<file path="config.mk">
export PLATFORM = sky130hd
export DESIGN_NAME = uart_tx_fifo
export DESIGN_NICKNAME = d
export VERILOG_FILES = /design/src/rtl/uart_tx_fifo.sv
export SDC_FILE = /design/constraint.sdc
export NUM_CORES = 1
export LEC_CHECK = 0
export CORE_UTILIZATION = 40
export DETAILED_ROUTE_END_ITERATION = 8
export HOLD_SLACK_MARGIN = 0.15
export MAX_ROUTING_LAYER = met4
export SYNTH_ARGS = -nofsm -noshare
export SYNTH_HDL_FRONTEND = slang
export SYNTH_SLANG_ARGS = --single-unit
</file>
<file path="constraint.sdc">
create_clock -name clk -period 4.6 [get_ports clk]
set_input_delay 0.69 -clock clk [delete_from_list [all_inputs] [get_ports clk]]
set_output_delay 0.69 -clock clk [all_outputs]
set_load 0.05 [all_outputs]
</file>
<file path="src/rtl/uart_tx_fifo.sv">
// rtl/uart_tx_fifo.sv - byte FIFO pacing single-cycle flushes into uart_tx
module uart_tx_fifo #(
  parameter int DEPTH        = 16,
  parameter int BUSY_TIMEOUT = 4
) (
  input  logic                       clk,
  input  logic                       rst_n,
  input  logic [7:0]                 in_byte,
  input  logic                       in_valid,
  input  logic                       tx_busy,
  output logic [7:0]                 tx_byte,
  output logic                       tx_flush,
  output logic [$clog2(DEPTH):0]     count,
  output logic                       empty,
  output logic                       full,
  output logic                       overflow
);

  localparam int AW = $clog2(DEPTH);
  localparam int CW = AW + 1;
  localparam int TW = $clog2(BUSY_TIMEOUT) + 1;

  typedef enum logic [1:0] {
    IDLE,
    WAIT_BUSY,
    WAIT_IDLE
  } state_t;

  state_t          state;
  state_t          state_nxt;
  logic [TW-1:0]   timer;
  logic [TW-1:0]   timer_nxt;
  logic [AW-1:0]   rd_ptr;
  logic [AW-1:0]   wr_ptr;
  logic [7:0]      mem [DEPTH];
  logic            pop;
  logic            push;
  logic            drop;

  assign empty = (count == '0);
  assign full  = (count == CW'(DEPTH));

  // A slot freed by a same-cycle pop can take the incoming byte even when full.
  assign push = in_valid && (!full || pop);
  assign drop = in_valid && full && !pop;

  // Storage array; contents are don't-care until written, so no reset.
  always_ff @(posedge clk) begin
    if (push) begin
      mem[wr_ptr] <= in_byte;
    end
  end

  // Pointers, occupancy and the sticky overflow flag.
  always_ff @(posedge clk or negedge rst_n) begin
    if (!rst_n) begin
      wr_ptr   <= '0;
      rd_ptr   <= '0;
      count    <= '0;
      overflow <= 1'b0;
    end else begin
      if (push) begin
        wr_ptr <= wr_ptr + AW'(1);
      end
      if (pop) begin
        rd_ptr <= rd_ptr + AW'(1);
      end
      case ({push, pop})
        2'b10:   count <= count + CW'(1);
        2'b01:   count <= count - CW'(1);
        default: count <= count;
      endcase
      if (drop) begin
        overflow <= 1'b1;
      end
    end
  end

  // FSM state, busy-wait timer and the registered byte/flush to uart_tx.
  always_ff @(posedge clk or negedge rst_n) begin
    if (!rst_n) begin
      state    <= IDLE;
      timer    <= '0;
      tx_byte  <= 8'h00;
      tx_flush <= 1'b0;
    end else begin
      state    <= state_nxt;
      timer    <= timer_nxt;
      tx_flush <= pop;
      if (pop) begin
        tx_byte <= mem[rd_ptr];
      end
    end
  end

  // Next-state logic: pop from IDLE, then follow tx_busy up and back down,
  // giving up on the rise after BUSY_TIMEOUT cycles.
  always_comb begin
    state_nxt = state;
    timer_nxt = timer;
    pop       = 1'b0;
    case (state)
      IDLE: begin
        if (!empty && !tx_busy) begin
          pop       = 1'b1;
          timer_nxt = '0;
          state_nxt = WAIT_BUSY;
        end
      end
      WAIT_BUSY: begin
        if (tx_busy) begin
          state_nxt = WAIT_IDLE;
        end else if (timer == TW'(BUSY_TIMEOUT - 1)) begin
          state_nxt = IDLE;
        end else begin
          timer_nxt = timer + TW'(1);
        end
      end
      WAIT_IDLE: begin
        if (!tx_busy) begin
          state_nxt = IDLE;
        end
      end
      default: state_nxt = IDLE;
    endcase
  end

endmodule

</file>
==> flow_metrics.tcl, run 1 <==
set metrics [dict create \
    power.net_switching_w 0.00161 \
    ir_worst_vdd_mv 0.282 \
    hold_viol 0 \
    die_area_mm2 0.0164 \
    cpPeakStageDelay_ns 0.74 \
    clk_pin_slew_ns 0.06 \
    finClkSkew_ns 0.00660 \
    status "finished clean" \
    rsz0062_at_grt "no" \
    start_kind "flip-flop" \
    ant_nets 0 \
    switching_share_pct 33.0 \
    seqPwrFrac_pct 41.9 \
    cpMostUsedCell "ha_1" \
    grt_max_degree 29 \
    dominantRegCellSynth "edfxtp_1" \
    clk_latency_ns 0.42 \
    antenna_found_initial 0 \
    arrival_ns 4.01 \
    drt_pass1_iterations 4 \
    fp.dieW_um 128 \
    grt_usage_pct 16.6 \
    critPathTopFamily "compound AO/OA/AOI/OAI gates" \
    cts_buffers 17 \
    rows 45 \
    io_buffers 28 \
    grt_overflow_total 0 \
    syn_inst 349 \
    grt_pass1_wl_um 19000 \
    p_int_w 0.00326 \
    die_y_um 128 \
    final_util_pct 48.3 \
    drc 0 \
    required_ns 4.90 \
    instances_no_fill 607 \
    cpMaxStageDelayCell "o21ai_2" \
    core_mm2 0.0154 \
    avgSynthCellArea_um2 18.2 \
    setup_viol 0 \
    clockBufferDepth 2 \
    placed_cells 575 \
    cp_num_buf_inv 1 \
    gp_congestion 0.714 \
    area_growth_pct 16.6 \
    final.setup.tns_ns 0 \
    hp-class "flip-flop to flip-flop" \
    yosysWarningCount 0 \
    postCtsSetupRepairBufs 0 \
    vias 3179 \
    drt_wl_total_um 11900 \
    p_clk_share_pct 27.2 \
    clkSinkCount 156 \
    slew_viol_final 0 \
    start_util_pct 41.4 \
    tritoncts "done" \
    drv_cap 0 \
    grt_pass1_vias 3274 \
    fin_ws_ns 0.886 \
    io_pins 29 \
    postCtsResizedCells 0 \
    cts-root-buf "clkbuf_16" \
    leakagePower_nw 2.59 \
    ys_ff_latch 156 \
    insertedDiodeCount 0 \
    synthesis.area_mm2 0.00637 \
    wl_per_cell_um 19.6 \
    fmax_mhz 269 \
    dp_hpwl_um 7640 \
    finalCriticalPeriod_ns 3.71 \
    synth_nets 372 \
    critPathKind "flip-flop to flip-flop" \
    fin_nets 406 \
    ys_async_sr_fraction_pct 17.9 \
    worst_pin_slew_ns 1.08 \
    first_iter_violations 191 \
    pre_cts_slack_ns 0.899 \
    holdWs_ns 0.459 \
    worstPathCellList "or4_4 -> o21ai_2 -> inv_1 -> ha_1 -> xor2_1 -> ha_1 -> o211a_1 -> o31ai_1 -> a31oi_1 -> xnor2_1" \
    synth-edff-count 128 \
    worst_slew_margin_rel_pct 28.3 \
    viasPerCell 5.24 \
    yosysUniqueCellTypes 40 \
    end_kind "flip-flop" \
    cts-hold-fix-buffers 0 \
    layout-drive-gt1-share_pct 19.2 \
    combinationalPowerShare_pct 30.9 \
    htree_levels 4 \
    cp_max_fo 23 \
    fin_crit_sh_pct 80.7 \
    synth-seq-area-share_pct 71.4 \
    pwr_density_cell_mw_per_mm2 657 \
]
-- final timing paths --
check	startpoint	end	slack, ns	depth (start not counted)
setup / recovery	count[1]$_DFFE_PN0P_	count[4]$_DFFE_PN0P_	0.89	10
max in group asynchronous	rst_n	rd_ptr[0]$_DFFE_PN0P_	3.64	2
hold reg to reg	overflow$_DFFE_PN0P_	overflow$_DFFE_PN0P_	0.46	1
hold / removal	overflow$_DFFE_PN0P_	overflow$_DFFE_PN0P_	0.46	1
setup reg to reg	count[1]$_DFFE_PN0P_	count[4]$_DFFE_PN0P_	0.89	10
min in group asynchronous	rst_n	count[0]$_DFFE_PN0P_	0.66	2
-- power by group through the flow --
| stage | Clock (W) | Sequential, W | Combinational (W) |
|---|---|---|---|
| 6_report | 0.00132 | 0.00204 | 0.00151 |
| 5_1_grt | 0.00140 | 0.00209 | 0.00163 |
| 4_1_cts | 0.00135 | 0.00205 | 0.00153 |
| 3_5_place_dp | 0 | 0.00208 | 0.00152 |
| 3_3_place_gp | 0 | 0.00206 | 0.00150 |
| 2_1_floorplan | 0 | 0.00210 | 0.00105 |
-- cell usage in the layout, fill, tap and decap left out, types with 3 or more instances in the layout --
master | Yosys | final
o21ai_0 | 7 | 7
nand2_1 | 8 | 8
clkdlybuf4s50_1 | 0 | 28
xor2_1 | 4 | 4
a21oi_1 | 11 | 11
nor2b_1 | 9 | 9
dfrtp_1 | 28 | 27
nor4_1 | 4 | 4
ha_1 | 11 | 11
edfxtp_1 | 128 | 128
clkbuf_16 | 0 | 17
mux4_2 | 32 | 32
inv_1 | 11 | 11
nor2_1 | 8 | 8
a22o_1 | 8 | 8
a211o_1 | 8 | 8
xnor2_1 | 8 | 8
buf_4 | 0 | 9
clkinv_1 | 0 | 3
nand3_1 | 3 | 3
mux2i_1 | 8 | 8
clkinv_2 | 0 | 4
and2_1 | 9 | 9
-- per-stage QoR --
| step | power (W) | cell area (um2) |
|---|---|---|
| 2_1_floorplan | 0.00316 | 6370 |
| 3_3_place_gp | 0.00356 | 6870 |
| 3_5_place_dp | 0.00360 | 6870 |
| 4_1_cts | 0.00493 | 7420 |
| 5_1_grt | 0.00512 | 7420 |
| 6_report | 0.00487 | 7420 |
-- flip-flops by register name, summed over array words and instances, names as in the netlist --
name      flops
state         2
count         5
wr_ptr        4
tx_flush      1
mem         128
tx_byte       8
timer         3
rd_ptr        4
overflow      1
-- final cells by class --
class                      count  area [um2]
clock buffer                  19         433
clock inverter                13         124
fill                        1289        7950
inverter                      12        45.0
multi-input combinational    159        1660
sequential                   156        4550
tap                          211         264
timing repair buffer          37         348
-- layer usage --
layer | wire, um | global-route usage, % | vias to the layer above
met1 | 5600 | 21.7 | 1673
met3 | 361 | 3.76 | 12
met5 | 0 | - | -
met4 | 190 | 6.51 | 0
li1 | - | - | 1436
met2 | 5760 | 25.4 | 58
-- cells by family (layout without fill, tap and decap cells) --
group / Yosys count / after routing / synth area share [%]
flops: 156 / 156 / 71.4
buf+inv: 34 / 81 / 2.51
simple gates: 53 / 53 / 4.79
mux: 41 / 41 / 12.8
fa+ha+maj: 11 / 11 / 2.16
xor+xnor: 12 / 12 / 1.65
compound gates: 42 / 42 / 4.77
-- Yosys cell counts, types with 4 or more instances --
library cell / n / area (um2)
edfxtp_1: 128 / 3840
xnor2_1: 8 / 70.1
o21ai_0: 7 / 35.0
a211o_1: 8 / 70.1
nor2b_1: 9 / 56.3
ha_1: 11 / 138
mux4_2: 32 / 721
and2_1: 9 / 56.3
mux2i_1: 8 / 80.1
nor2_1: 8 / 30.0
nor4_1: 4 / 25.0
a22o_1: 8 / 70.1
nand2_1: 8 / 30.0
inv_1: 11 / 41.3
clkbuf_1: 10 / 37.5
a21oi_1: 11 / 55.1
xor2_1: 4 / 35.0
dfrtp_1: 28 / 701
buf_2: 8 / 40.0
No activity file was read; power rests on OpenSTA's default activity.
==> run 2: changes to the inputs <==
==> constraint.sdc (replaced) <==
create_clock -name clk -period 3.5 [get_ports clk]
set_input_delay 0.525 -clock clk [delete_from_list [all_inputs] [get_ports clk]]
set_output_delay 0.525 -clock clk [all_outputs]
set_load 0.05 [all_outputs]
==> run 2 against run 1 <==
  * Routed wire length decreased by 0.86%
  * Die area unchanged
  * Final area up 1.7%
  * Combinational power rose by 40%
  * Worst hold slack worse by 0.0042 ns
  * Critical endpoint unchanged
  * Largest cell class unchanged
  * Largest power group unchanged
==> flow_metrics.tcl, run 2 (synthesis results as in run 1) <==
set metrics [dict create \
    start_kind "flip-flop" \
    grt_max_degree 35 \
    dp_hpwl_um 7660 \
    final.setup.tns_ns 0 \
    fin_nets 411 \
    finalCriticalPeriod_ns 3.05 \
    ant_nets 0 \
    die_y_um 128 \
    insertedDiodeCount 0 \
    p_clk_share_pct 29.4 \
    required_ns 3.81 \
    cts-hold-fix-buffers 0 \
    pwr_density_cell_mw_per_mm2 881 \
    largestRegisters "mem: 128 flops, tx_byte: 8 flops, count: 5 flops" \
    p_int_w 0.00454 \
    setup_viol 0 \
    placed_cells 580 \
    clkSinkCount 156 \
    drt_wl_total_um 11800 \
    cp_max_fo 9 \
    io_pins 29 \
    antenna_found_initial 0 \
    cts-root-buf "clkbuf_16" \
    start_util_pct 41.4 \
    arrival_ns 3.35 \
    rows 45 \
    core_mm2 0.0154 \
    wl_per_cell_um 19.3 \
    hp-class "flip-flop to flip-flop" \
    clk_pin_slew_ns 0.06 \
    viasPerCell 5.19 \
    layout-drive-gt1-share_pct 20.5 \
    largest_reg_flops 128 \
    leakagePower_nw 2.65 \
    fin_ws_ns 0.455 \
    mostFrequentLayoutCells "128 x edfxtp_1, 32 x mux4_2, 28 x clkdlybuf4s50_1, 27 x dfrtp_1, 17 x clkbuf_16" \
    combinationalPowerShare_pct 31.9 \
    fin_crit_sh_pct 87.0 \
    pre_cts_slack_ns 0.354 \
    drv_cap 0 \
    postCtsSetupRepairBufs 0 \
    power.net_switching_w 0.00211 \
    end_kind "flip-flop" \
    htree_levels 4 \
    die_area_mm2 0.0164 \
    postCtsResizedCells 0 \
    status "finished clean" \
    worst_slew_margin_rel_pct 24.3 \
    hold_viol 0 \
    grt_usage_pct 16.8 \
    gp_congestion 0.737 \
    grt_pass1_vias 3334 \
    io_buffers 28 \
    area_growth_pct 18.5 \
    regMostFlops "mem" \
    grt_overflow_total 0 \
    drc 0 \
    grt_pass1_wl_um 19100 \
    switching_share_pct 31.7 \
    rsz0062_at_grt "no" \
    tritoncts "done" \
    finClkSkew_ns 0.00648 \
    clockBufferDepth 2 \
    fmax_mhz 328 \
    clk_latency_ns 0.42 \
    vias 3169 \
    critPathKind "flip-flop to flip-flop" \
    instances_no_fill 611 \
    ir_worst_vdd_mv 0.453 \
    layout_commonest_cell "edfxtp_1" \
    cts_buffers 17 \
    worst_pin_slew_ns 1.13 \
    fp.dieW_um 128 \
    seqPwrFrac_pct 38.7 \
    first_iter_violations 183 \
    drt_pass1_iterations 4 \
    slew_viol_final 0 \
]
-- run 2: cell types whose count changed in the layout (fill, tap and decap cells not counted), sizes merged --
cell	delta
inv	-1
buf	+5
clkinv	-3
bufinv	+3
-- run 2: final cells by class --
type / count / area, um2
inverters: 12 / 45.0
clock inverters: 12 / 196
fillers: 1257 / 7830
well taps: 211 / 264
multi-input cells: 159 / 1660
flip-flops and latches: 156 / 4550
repair buffers: 42 / 398
clock buffers: 19 / 433
-- run 2: worst max-delay path, cell delays in order (launching register included) --
cell	delay (ns)
dfrtp_1	0.46
or4_4	0.59
o31a_4	0.40
inv_2	0.13
ha_1	0.36
xor2_1	0.12
ha_1	0.22
o211a_1	0.23
o31ai_1	0.20
a31oi_1	0.08
xnor2_1	0.14
-- run 2: power by group through the flow --
stage	clock network, W	registers (W)	logic, W
after floorplan	0	0.00276	0.00139
after global placement	0	0.00260	0.00213
after detailed placement	0	0.00262	0.00215
after CTS	0.00200	0.00258	0.00216
after global routing	0.00207	0.00262	0.00231
final	0.00195	0.00257	0.00212
-- run 2: stage by stage --
step / total power, W / hold WS, ns / instance area, um2 / utilization (%)
after floorplan: 0.00415 / 0.229 / 6370 / -
after global placement: 0.00474 / 0.443 / 6920 / 45.0
after detailed placement: 0.00477 / 0.444 / 6920 / 45.0
after CTS: 0.00674 / 0.457 / 7550 / 49.1
after global routing: 0.00700 / 0.471 / 7550 / 49.1
final: 0.00665 / 0.455 / 7550 / 49.1
-- run 2: metal layers --
layer / track usage (%) / vias up / share of wire, %
met5: - / - / 0
met4: 4.98 / 0 / 0.67
met3: 4.97 / 9 / 4.5
met2: 25.3 / 59 / 48
met1: 22.2 / 1652 / 46
li1: - / 1449 / -
-- run 2: worst paths after layout --
check                           slack, ns                  from  depth (start not counted)                    end
worst max-delay path                 0.45  count[1]$_DFFE_PN0P_                         10   count[4]$_DFFE_PN0P_
worst min-delay path                 0.45  overflow$_DFFE_PN0P_                          1   overflow$_DFFE_PN0P_
worst max register to register       0.45  count[1]$_DFFE_PN0P_                         10   count[4]$_DFFE_PN0P_
worst min register to register       0.45  overflow$_DFFE_PN0P_                          1   overflow$_DFFE_PN0P_
max in group asynchronous            2.02                 rst_n                          1  rd_ptr[0]$_DFFE_PN0P_
min in group asynchronous            0.71                 rst_n                          1   count[4]$_DFFE_PN0P_
==> run 3: changes to the inputs <==
==> constraint.sdc (replaced) <==
create_clock -name clk -period 3.5 [get_ports clk]
set_input_delay 0.525 -clock clk [delete_from_list [all_inputs] [get_ports clk]]
set_output_delay 0.525 -clock clk [all_outputs]
set_load 0.01 [all_outputs]
==> results of run 3 <==
Same layout as run 2 (identical final DEF). Status: finished clean.
Main changes from that run: total power 0.00665 W -> 0.00638 W; worst IR drop on VDD 0.453 mV -> 0.450 mV
